`src/rtl/aes_capture_buffer_if.sv`:
```
// Request handshake, AES-core, and read-port signals of aes_capture_buffer.
// "master" is the environment side and "slave" is the capture buffer.
interface aes_capture_buffer_if #(
  parameter int DATA_W = 128,
  parameter int DEPTH  = 16
);
  logic                     in_valid;
  logic [DATA_W-1:0]        in_state;
  logic [DATA_W-1:0]        in_key;
  logic                     in_ready;
  logic [DATA_W-1:0]        aes_state;
  logic [DATA_W-1:0]        aes_key;
  logic [DATA_W-1:0]        aes_out;
  logic                     mode;
  logic                     rd_en;
  logic [DATA_W-1:0]        rd_data;
  logic                     rd_valid;
  logic [$clog2(DEPTH):0]   count;
  logic                     empty;
  logic                     full;
  logic [15:0]              drop_cnt;

  modport master (
    output in_valid, in_state, in_key, aes_out, mode, rd_en,
    input  in_ready, aes_state, aes_key, rd_data, rd_valid, count, empty, full, drop_cnt
  );

  modport slave (
    input  in_valid, in_state, in_key, aes_out, mode, rd_en,
    output in_ready, aes_state, aes_key, rd_data, rd_valid, count, empty, full, drop_cnt
  );
endinterface

```
`src/rtl/aes_capture_buffer.sv`:
```
// Capture stage for a fixed-latency AES-128 core: a tag pipeline tracks requests, and results go into a DEPTH-word ring buffer.
// Optional feature macro: AES_CAPTURE_DROP_CNT_EN enables the saturating lost-result counter on drop_cnt.
module aes_capture_buffer #(
  parameter int DATA_W      = 128,
  parameter int DEPTH       = 16,
  parameter int AES_LATENCY = 21
) (
  input logic                 clk,
  input logic                 rst,
  aes_capture_buffer_if.slave io_bus
);
  localparam int PTR_W = $clog2(DEPTH);
  localparam int CNT_W = PTR_W + 1;
  localparam int TAG_N = AES_LATENCY + 1;
  localparam int INF_W = $clog2(TAG_N + 1);
  localparam int SUM_W = $clog2(DEPTH + TAG_N + 1) + 1;

  logic [DATA_W-1:0] r_mem [DEPTH];
  logic [DATA_W-1:0] r_aes_state;
  logic [DATA_W-1:0] r_aes_key;
  logic [DATA_W-1:0] r_rd_data;
  logic              r_rd_valid;
  logic [TAG_N-1:0]  r_tag;
  logic [INF_W-1:0]  r_inflight;
  logic [PTR_W-1:0]  r_wr_ptr;
  logic [PTR_W-1:0]  r_rd_ptr;
  logic [CNT_W-1:0]  r_count;

  logic              w_ready;
  logic              w_accept;
  logic              w_write;
  logic              w_full;
  logic              w_pop;
  logic              w_store;
  logic              w_overwrite;
  logic [SUM_W-1:0]  w_used;

  // NOTE: credit uses only registered count/inflight, so in_ready has no path from in_valid or rd_en.
  assign w_used   = SUM_W'(r_count) + SUM_W'(r_inflight);
  assign w_ready  = io_bus.mode || (w_used < SUM_W'(DEPTH));
  assign w_accept = io_bus.in_valid && w_ready;

  assign w_write     = r_tag[TAG_N-1];
  assign w_full      = (r_count == CNT_W'(DEPTH));
  assign w_pop       = io_bus.rd_en && (r_count != '0);
  assign w_store     = w_write && (!w_full || w_pop || io_bus.mode);
  assign w_overwrite = w_write && w_full && !w_pop && io_bus.mode;

  // Request side: core operand registers and the tag pipeline that mirrors the core latency.
  always_ff @(posedge clk) begin
    if (rst) begin
      r_aes_state <= '0;
      r_aes_key   <= '0;
      r_tag       <= '0;
      r_inflight  <= '0;
    end else begin
      if (w_accept) begin
        r_aes_state <= io_bus.in_state;
        r_aes_key   <= io_bus.in_key;
      end
      r_tag      <= {r_tag[TAG_N-2:0], w_accept};
      r_inflight <= r_inflight + INF_W'(w_accept) - INF_W'(w_write);
    end
  end

  always_ff @(posedge clk) begin
    if (rst) begin
      r_wr_ptr   <= '0;
      r_rd_ptr   <= '0;
      r_count    <= '0;
      r_rd_data  <= '0;
      r_rd_valid <= 1'b0;
    end else begin
      r_rd_valid <= w_pop;
      if (w_pop) r_rd_data <= r_mem[r_rd_ptr];
      if (w_store) r_wr_ptr <= r_wr_ptr + PTR_W'(1);
      if (w_pop || w_overwrite) r_rd_ptr <= r_rd_ptr + PTR_W'(1);
      r_count <= r_count + CNT_W'(w_store && !w_overwrite) - CNT_W'(w_pop);
    end
  end

  // NOTE: storage is deliberately not reset; only pointers and count define what is valid.
  always_ff @(posedge clk) begin
    if (w_store && !rst) r_mem[r_wr_ptr] <= io_bus.aes_out;
  end

`ifdef AES_CAPTURE_DROP_CNT_EN
  logic        w_drop;
  logic [15:0] r_drop_cnt;

  assign w_drop = w_write && w_full && !w_pop;

  always_ff @(posedge clk) begin
    if (rst) begin
      r_drop_cnt <= '0;
    end else if (w_drop && (r_drop_cnt != 16'hFFFF)) begin
      r_drop_cnt <= r_drop_cnt + 16'd1;
    end
  end

  assign io_bus.drop_cnt = r_drop_cnt;
`else
  assign io_bus.drop_cnt = '0;
`endif

  assign io_bus.in_ready  = w_ready;
  assign io_bus.aes_state = r_aes_state;
  assign io_bus.aes_key   = r_aes_key;
  assign io_bus.rd_data   = r_rd_data;
  assign io_bus.rd_valid  = r_rd_valid;
  assign io_bus.count     = r_count;
  assign io_bus.empty     = (r_count == '0);
  assign io_bus.full      = w_full;
endmodule

```
`src/flat_wrapper.sv`:
```
// flat-port wrapper written by rule: the top's interface ports become plain ports
module aes_capture_buffer_flat 
#(
  parameter int DATA_W      = 128,
  parameter int DEPTH       = 16,
  parameter int AES_LATENCY = 21
)
  (clk, rst, io_bus_in_valid, io_bus_in_state, io_bus_in_key, io_bus_aes_out, io_bus_mode, io_bus_rd_en, io_bus_in_ready, io_bus_aes_state, io_bus_aes_key, io_bus_rd_data, io_bus_rd_valid, io_bus_count, io_bus_empty, io_bus_full, io_bus_drop_cnt);
  aes_capture_buffer_if #(.DATA_W(DATA_W), .DEPTH(DEPTH)) io_bus_i ();
  input logic clk;
  input logic rst;
  input wire logic [$bits(io_bus_i.in_valid)-1:0] io_bus_in_valid;
  input wire logic [$bits(io_bus_i.in_state)-1:0] io_bus_in_state;
  input wire logic [$bits(io_bus_i.in_key)-1:0] io_bus_in_key;
  input wire logic [$bits(io_bus_i.aes_out)-1:0] io_bus_aes_out;
  input wire logic [$bits(io_bus_i.mode)-1:0] io_bus_mode;
  input wire logic [$bits(io_bus_i.rd_en)-1:0] io_bus_rd_en;
  output wire logic [$bits(io_bus_i.in_ready)-1:0] io_bus_in_ready;
  output wire logic [$bits(io_bus_i.aes_state)-1:0] io_bus_aes_state;
  output wire logic [$bits(io_bus_i.aes_key)-1:0] io_bus_aes_key;
  output wire logic [$bits(io_bus_i.rd_data)-1:0] io_bus_rd_data;
  output wire logic [$bits(io_bus_i.rd_valid)-1:0] io_bus_rd_valid;
  output wire logic [$bits(io_bus_i.count)-1:0] io_bus_count;
  output wire logic [$bits(io_bus_i.empty)-1:0] io_bus_empty;
  output wire logic [$bits(io_bus_i.full)-1:0] io_bus_full;
  output wire logic [$bits(io_bus_i.drop_cnt)-1:0] io_bus_drop_cnt;
  assign io_bus_i.in_valid = io_bus_in_valid;
  assign io_bus_i.in_state = io_bus_in_state;
  assign io_bus_i.in_key = io_bus_in_key;
  assign io_bus_i.aes_out = io_bus_aes_out;
  assign io_bus_i.mode = io_bus_mode;
  assign io_bus_i.rd_en = io_bus_rd_en;
  assign io_bus_in_ready = io_bus_i.in_ready;
  assign io_bus_aes_state = io_bus_i.aes_state;
  assign io_bus_aes_key = io_bus_i.aes_key;
  assign io_bus_rd_data = io_bus_i.rd_data;
  assign io_bus_rd_valid = io_bus_i.rd_valid;
  assign io_bus_count = io_bus_i.count;
  assign io_bus_empty = io_bus_i.empty;
  assign io_bus_full = io_bus_i.full;
  assign io_bus_drop_cnt = io_bus_i.drop_cnt;
  aes_capture_buffer #(.DATA_W(DATA_W), .DEPTH(DEPTH), .AES_LATENCY(AES_LATENCY)) u_core (.clk(clk), .rst(rst), .io_bus(io_bus_i));
endmodule
```
`config.mk`:
```
export PLATFORM = sky130hd
export DESIGN_NAME = aes_capture_buffer_flat
export DESIGN_NICKNAME = d
export VERILOG_FILES = /design/src/rtl/aes_capture_buffer_if.sv /design/src/rtl/aes_capture_buffer.sv /design/src/flat_wrapper.sv
export SDC_FILE = /design/constraint.sdc
export NUM_CORES = 2
export LEC_CHECK = 0
export BUFFER_PORTS_ARGS = -buffer_cell sky130_fd_sc_hd__clkbuf_2
export CAP_MARGIN = 25
export CORE_MARGIN = 2
export CORE_UTILIZATION = 60
export DETAILED_ROUTE_END_ITERATION = 10
export HOLD_SLACK_MARGIN = 0.08
export PLACE_DENSITY = 0.9
export SYNTH_ARGS = -nofsm -noshare
export SYNTH_HDL_FRONTEND = slang
export SYNTH_SLANG_ARGS = --single-unit
```
`constraint.sdc`:
```
create_clock -name clk -period 15.75 [get_ports clk]
set_input_delay 1.575 -clock clk [delete_from_list [all_inputs] [get_ports clk]]
set_output_delay 1.575 -clock clk [all_outputs]
set_load 0.03 [all_outputs]
```
==> results by group <==
Clock tree
  – Clock Latency Late Sink: 0.87 ns
  – CTS max path bufs: 3
  – TritonCTS Buffers: 223
  – Post-CTS resize count: 0
  – H-tree levels: 4
  – Sink Count: about 2500
  – Clock transition at path regs: 0.08 ns
  – CTS tree: built
  – Root Driver: clkbuf_16
  – Hold Buf Count CTS: 0
  – Post-CTS Setup Bufs: 0

Timing
  – Setup Viol. Count Final: 0
  – Slew @ Worst Pin: 1.24 ns
  – Fin. max-slew vios: 0
  – Clock skew: 0.0360 ns
  – Final critical-path required period: 4.63 ns
  – RSZ-0062 raised after global routing: no
  – Tcrit/Tclk final: 0.294
  – Max_slew headroom: 0.172
  – Fin Setup TNS: 0 ns
  – Final hold violations: 0
  – Fin worst setup slack: 11.12 ns
  – Achievable frequency: about 220 MHz

Worst hold path
  – Hold path startpoint: u_core.r_tag[17]$_SDFF_PP0_
  – Hold EP: u_core.r_tag[18]$_SDFF_PP0_
  – Hold path cells: 1
  – HP Class: reg2reg

Route
  – Met3 wire length: 29500 µm
  – Post-DRT Antenna Nets: 0
  – Top layer used by detailed routing: met5
  – DR pass1 iterations: 11
  – DRC errors left: 3
  – Via density: 6.91
  – Detailed-route wire length: 283000 µm
  – DR WL met2: 140000 µm
  – Initial DRC count: 8680
  – Post-DR wirelength/cell: 35.4 µm
  – Vias: 55200
  – Routed metal-1 wire length: 90200 µm

Die
  – FP Rows: ~140
  – Initial core utilization: 0.604
  – DIE WIDTH: 398 µm
  – Die outline height: about 400 µm
  – DIE AREA: 0.158 mm²
  – Core ar.: 0.154 mm²
  – I/O Pins: 798

Synth
  – Synth warn: 0
  – Post-Syn Instances: 4948
  – Top_reg_cell synth: edfxtp_1
  – EDFF count, synth: around 2000
  – Fraction of registers with async set/reset: 0
  – Syn avg cell area: 18.8 µm²
  – Mapped cell area: between 0.09 and 0.1 mm²
  – Seq/Total Area, Yosys: 0.753
  – #FFs+latches synth: 2473
  – Post-synth cell types: 50

Critical path
  – CP Launch Type: flip-flop
  – R2R setup slack: roughly 11 ns
  – Worst R2R End: u_core.io_bus.rd_data[42]$_SDFFE_PP0P_
  – Crit Path Class: reg2reg
  – WP data required: between 15 and 20 ns
  – Crit path max fanout: 54
  – Reg2reg path depth: 9
  – Crit path DAT: 5.29 ns
  – CP Capture Type: flip-flop
  – RR Startpoint: u_core.io_bus.count[3]$_SDFF_PP0_

Global routing
  – Initial antenna violation count: 91
  – Total track usage: 0.347
  – Vias in the first global route: between 50000 and 60000
  – Largest net degree at the start of global routing: 222
  – Gr ovfl total: 0
  – First-pass GRT wire length: a little under 400000 µm

Placement
  – # port buffers: 781
  – Placement Setup Slack: between 10 and 15 ns
  – Detailed placement HPWL: 149000 µm
  – Placer Congestion: approximately 0.97

Power
  – Part of the power in the clock network: 0.356
  – Int Power: between 10 and 15 mW
  – PwrDens: 147 mW/mm²
  – Post-layout power: 15.7 mW
  – Peak supply drop: 0.114 mV
  – Sw Share: 0.277
  – Switching pwr: 4.33 mW
  – Leak: 34.8 nW
  – Flop pwr share: 0.478
  – Comb pwr share: 0.166

Layout
  – Layout cells sized above 1: 0.294
  – Area Growth Syn to Fin: 14.4%
  – Fill cells: 8993
  – Nets: 6079
  – FF/Latch Area: 0.0700 mm²
  – Multi-input logic area: 0.0213 mm²

Flow run
  – Max-cap violations: 0

Status
  – Status: complete, but fails checks
  – Failing checks: DRC
how the worst max path moves through the flow:
stage / endpoint / cells after the start / slack (ns) / from
after CTS: u_core.io_bus.rd_data[78]$_SDFFE_PP0P_ / 6 / 11.04 / u_core.r_rd_ptr[1]$_SDFFE_PP0P_
after global routing: u_core.io_bus.rd_data[76]$_SDFFE_PP0P_ / 6 / 10.86 / u_core.r_rd_ptr[1]$_SDFFE_PP0P_
after floorplan: u_core.r_mem[5][0]$_DFFE_PP_ / 6 / 7.48 / rst
final: u_core.io_bus.rd_data[42]$_SDFFE_PP0P_ / 9 / 11.12 / u_core.io_bus.count[3]$_SDFF_PP0_
after detailed placement: u_core.io_bus.rd_data[36]$_SDFFE_PP0P_ / 6 / 10.64 / rst
after global placement: u_core.io_bus.rd_data[36]$_SDFFE_PP0P_ / 6 / 10.71 / rst
sequential cells by signal, summed over array words and instances, names as in the netlist:
register / count
u_core.r_tag: 22
u_core.io_bus.aes_state: 128
u_core.r_mem: 2048
u_core.io_bus.aes_key: 128
u_core.r_inflight: 5
u_core.io_bus.count: 5
u_core.io_bus.rd_valid: 1
u_core.r_wr_ptr: 4
u_core.io_bus.rd_data: 128
u_core.r_rd_ptr: 4
cell usage after synthesis, types with 7 or more instances:
cell type	count	area [µm²]
a211oi_1	53	398
a21oi_1	273	1370
a2111oi_0	8	70.1
o221ai_1	75	657
buf_2	103	515
ha_1	20	250
buf_1	24	90.1
mux4_2	460	10400
edfxtp_1	2048	61500
mux2i_1	254	2540
clkbuf_1	188	706
nor3_1	46	230
nand2_1	12	45.0
o21ai_0	259	1300
dfxtp_1	425	8510
and3_1	7	43.8
nand3b_1	80	601
nor2b_1	61	382
nor2_1	50	188
nand3_1	261	1310
o22ai_1	85	532
buf_4	45	338
mux2_2	34	383
buf_6	15	169
inv_1	19	71.3
power by group through the flow:
stage | sequential, mW | combinational (mW) | clock (mW)
2_1_floorplan | 7.89 | 1.43 | 0
3_3_place_gp | 7.60 | 2.42 | 0
3_5_place_dp | 7.61 | 2.51 | 0
4_1_cts | 7.47 | 2.57 | 5.58
5_1_grt | 7.49 | 2.73 | 5.82
6_report | 7.48 | 2.60 | 5.58
placed cells by master, fill, tap and decap left out, types with 16 or more instances in the layout:
cell / instances
a211oi_1: 53
a21oi_1: 273
buf_12: 17
buf_4: 53
bufinv_16: 17
clkbuf_1: 63
clkbuf_16: 226
clkbuf_2: 780
clkbuf_8: 37
clkinv_2: 30
conb_1: 16
dfxtp_1: 421
diode_2: 76
edfxtp_1: 2048
ha_1: 20
inv_1: 19
mux2_2: 34
mux2i_1: 254
mux4_2: 460
nand3_1: 261
nand3b_1: 80
nor2_1: 34
nor2_4: 16
nor2b_1: 61
nor3_1: 46
o21ai_0: 259
o221ai_1: 75
o22ai_1: 85
through the flow:
stage               cell area [µm²]  instances  utilization  hold WS (ns)
floorplan                     93000       4963            -         0.414
global placement              98600       7483        0.641         0.418
detailed placement            98700       7486        0.641         0.426
CTS                          106000       7907        0.690         0.435
global route                 106000       7975        0.691         0.442
finish                       106000       7984        0.691         0.424
layout make-up:
cell class	instances	area share
well taps	2044	0.0241
diodes	76	0.00179
clock buffers	327	0.0603
inverters	20	0.000706
repair buffers	855	0.0448
clock inverters	94	0.00988
multi-input cells	2095	0.200
flip-flops and latches	2473	0.658
worst max-delay path, cell delays in order (launching register included):
cell	delay (ns)
dfxtp_1	0.36
inv_1	0.10
ha_1	0.18
or4b_1	0.57
nand2_4	0.62
inv_2	0.41
buf_4	0.47
nand2_4	0.51
buf_4	0.70
o221ai_1	0.35
logic make-up (layout without fill, tap and decap cells):
kind of cell / Yosys count / count (layout) / synth area share
AOI/OAI and AO/OA: 773 / 773 / 0.0485
xor gates and xnor gates: 7 / 7 / 0.000660
adders and majority gates: 22 / 22 / 0.00312
buffers and inverters: 395 / 1296 / 0.0204
DFF: 2473 / 2473 / 0.753
muxes: 749 / 749 / 0.143
other: 1 / 92 / 0.0000403
and+or+nand+nor: 528 / 528 / 0.0310
per-layer routing:
layer | track usage | vias to the layer above
met5 | 0 | -
met4 | 0.253 | 22
met3 | 0.0733 | 964
met2 | 0.562 | 4751
met1 | 0.416 | 27900
li1 | - | 21600
No activity file was read; power rests on OpenSTA's default activity.
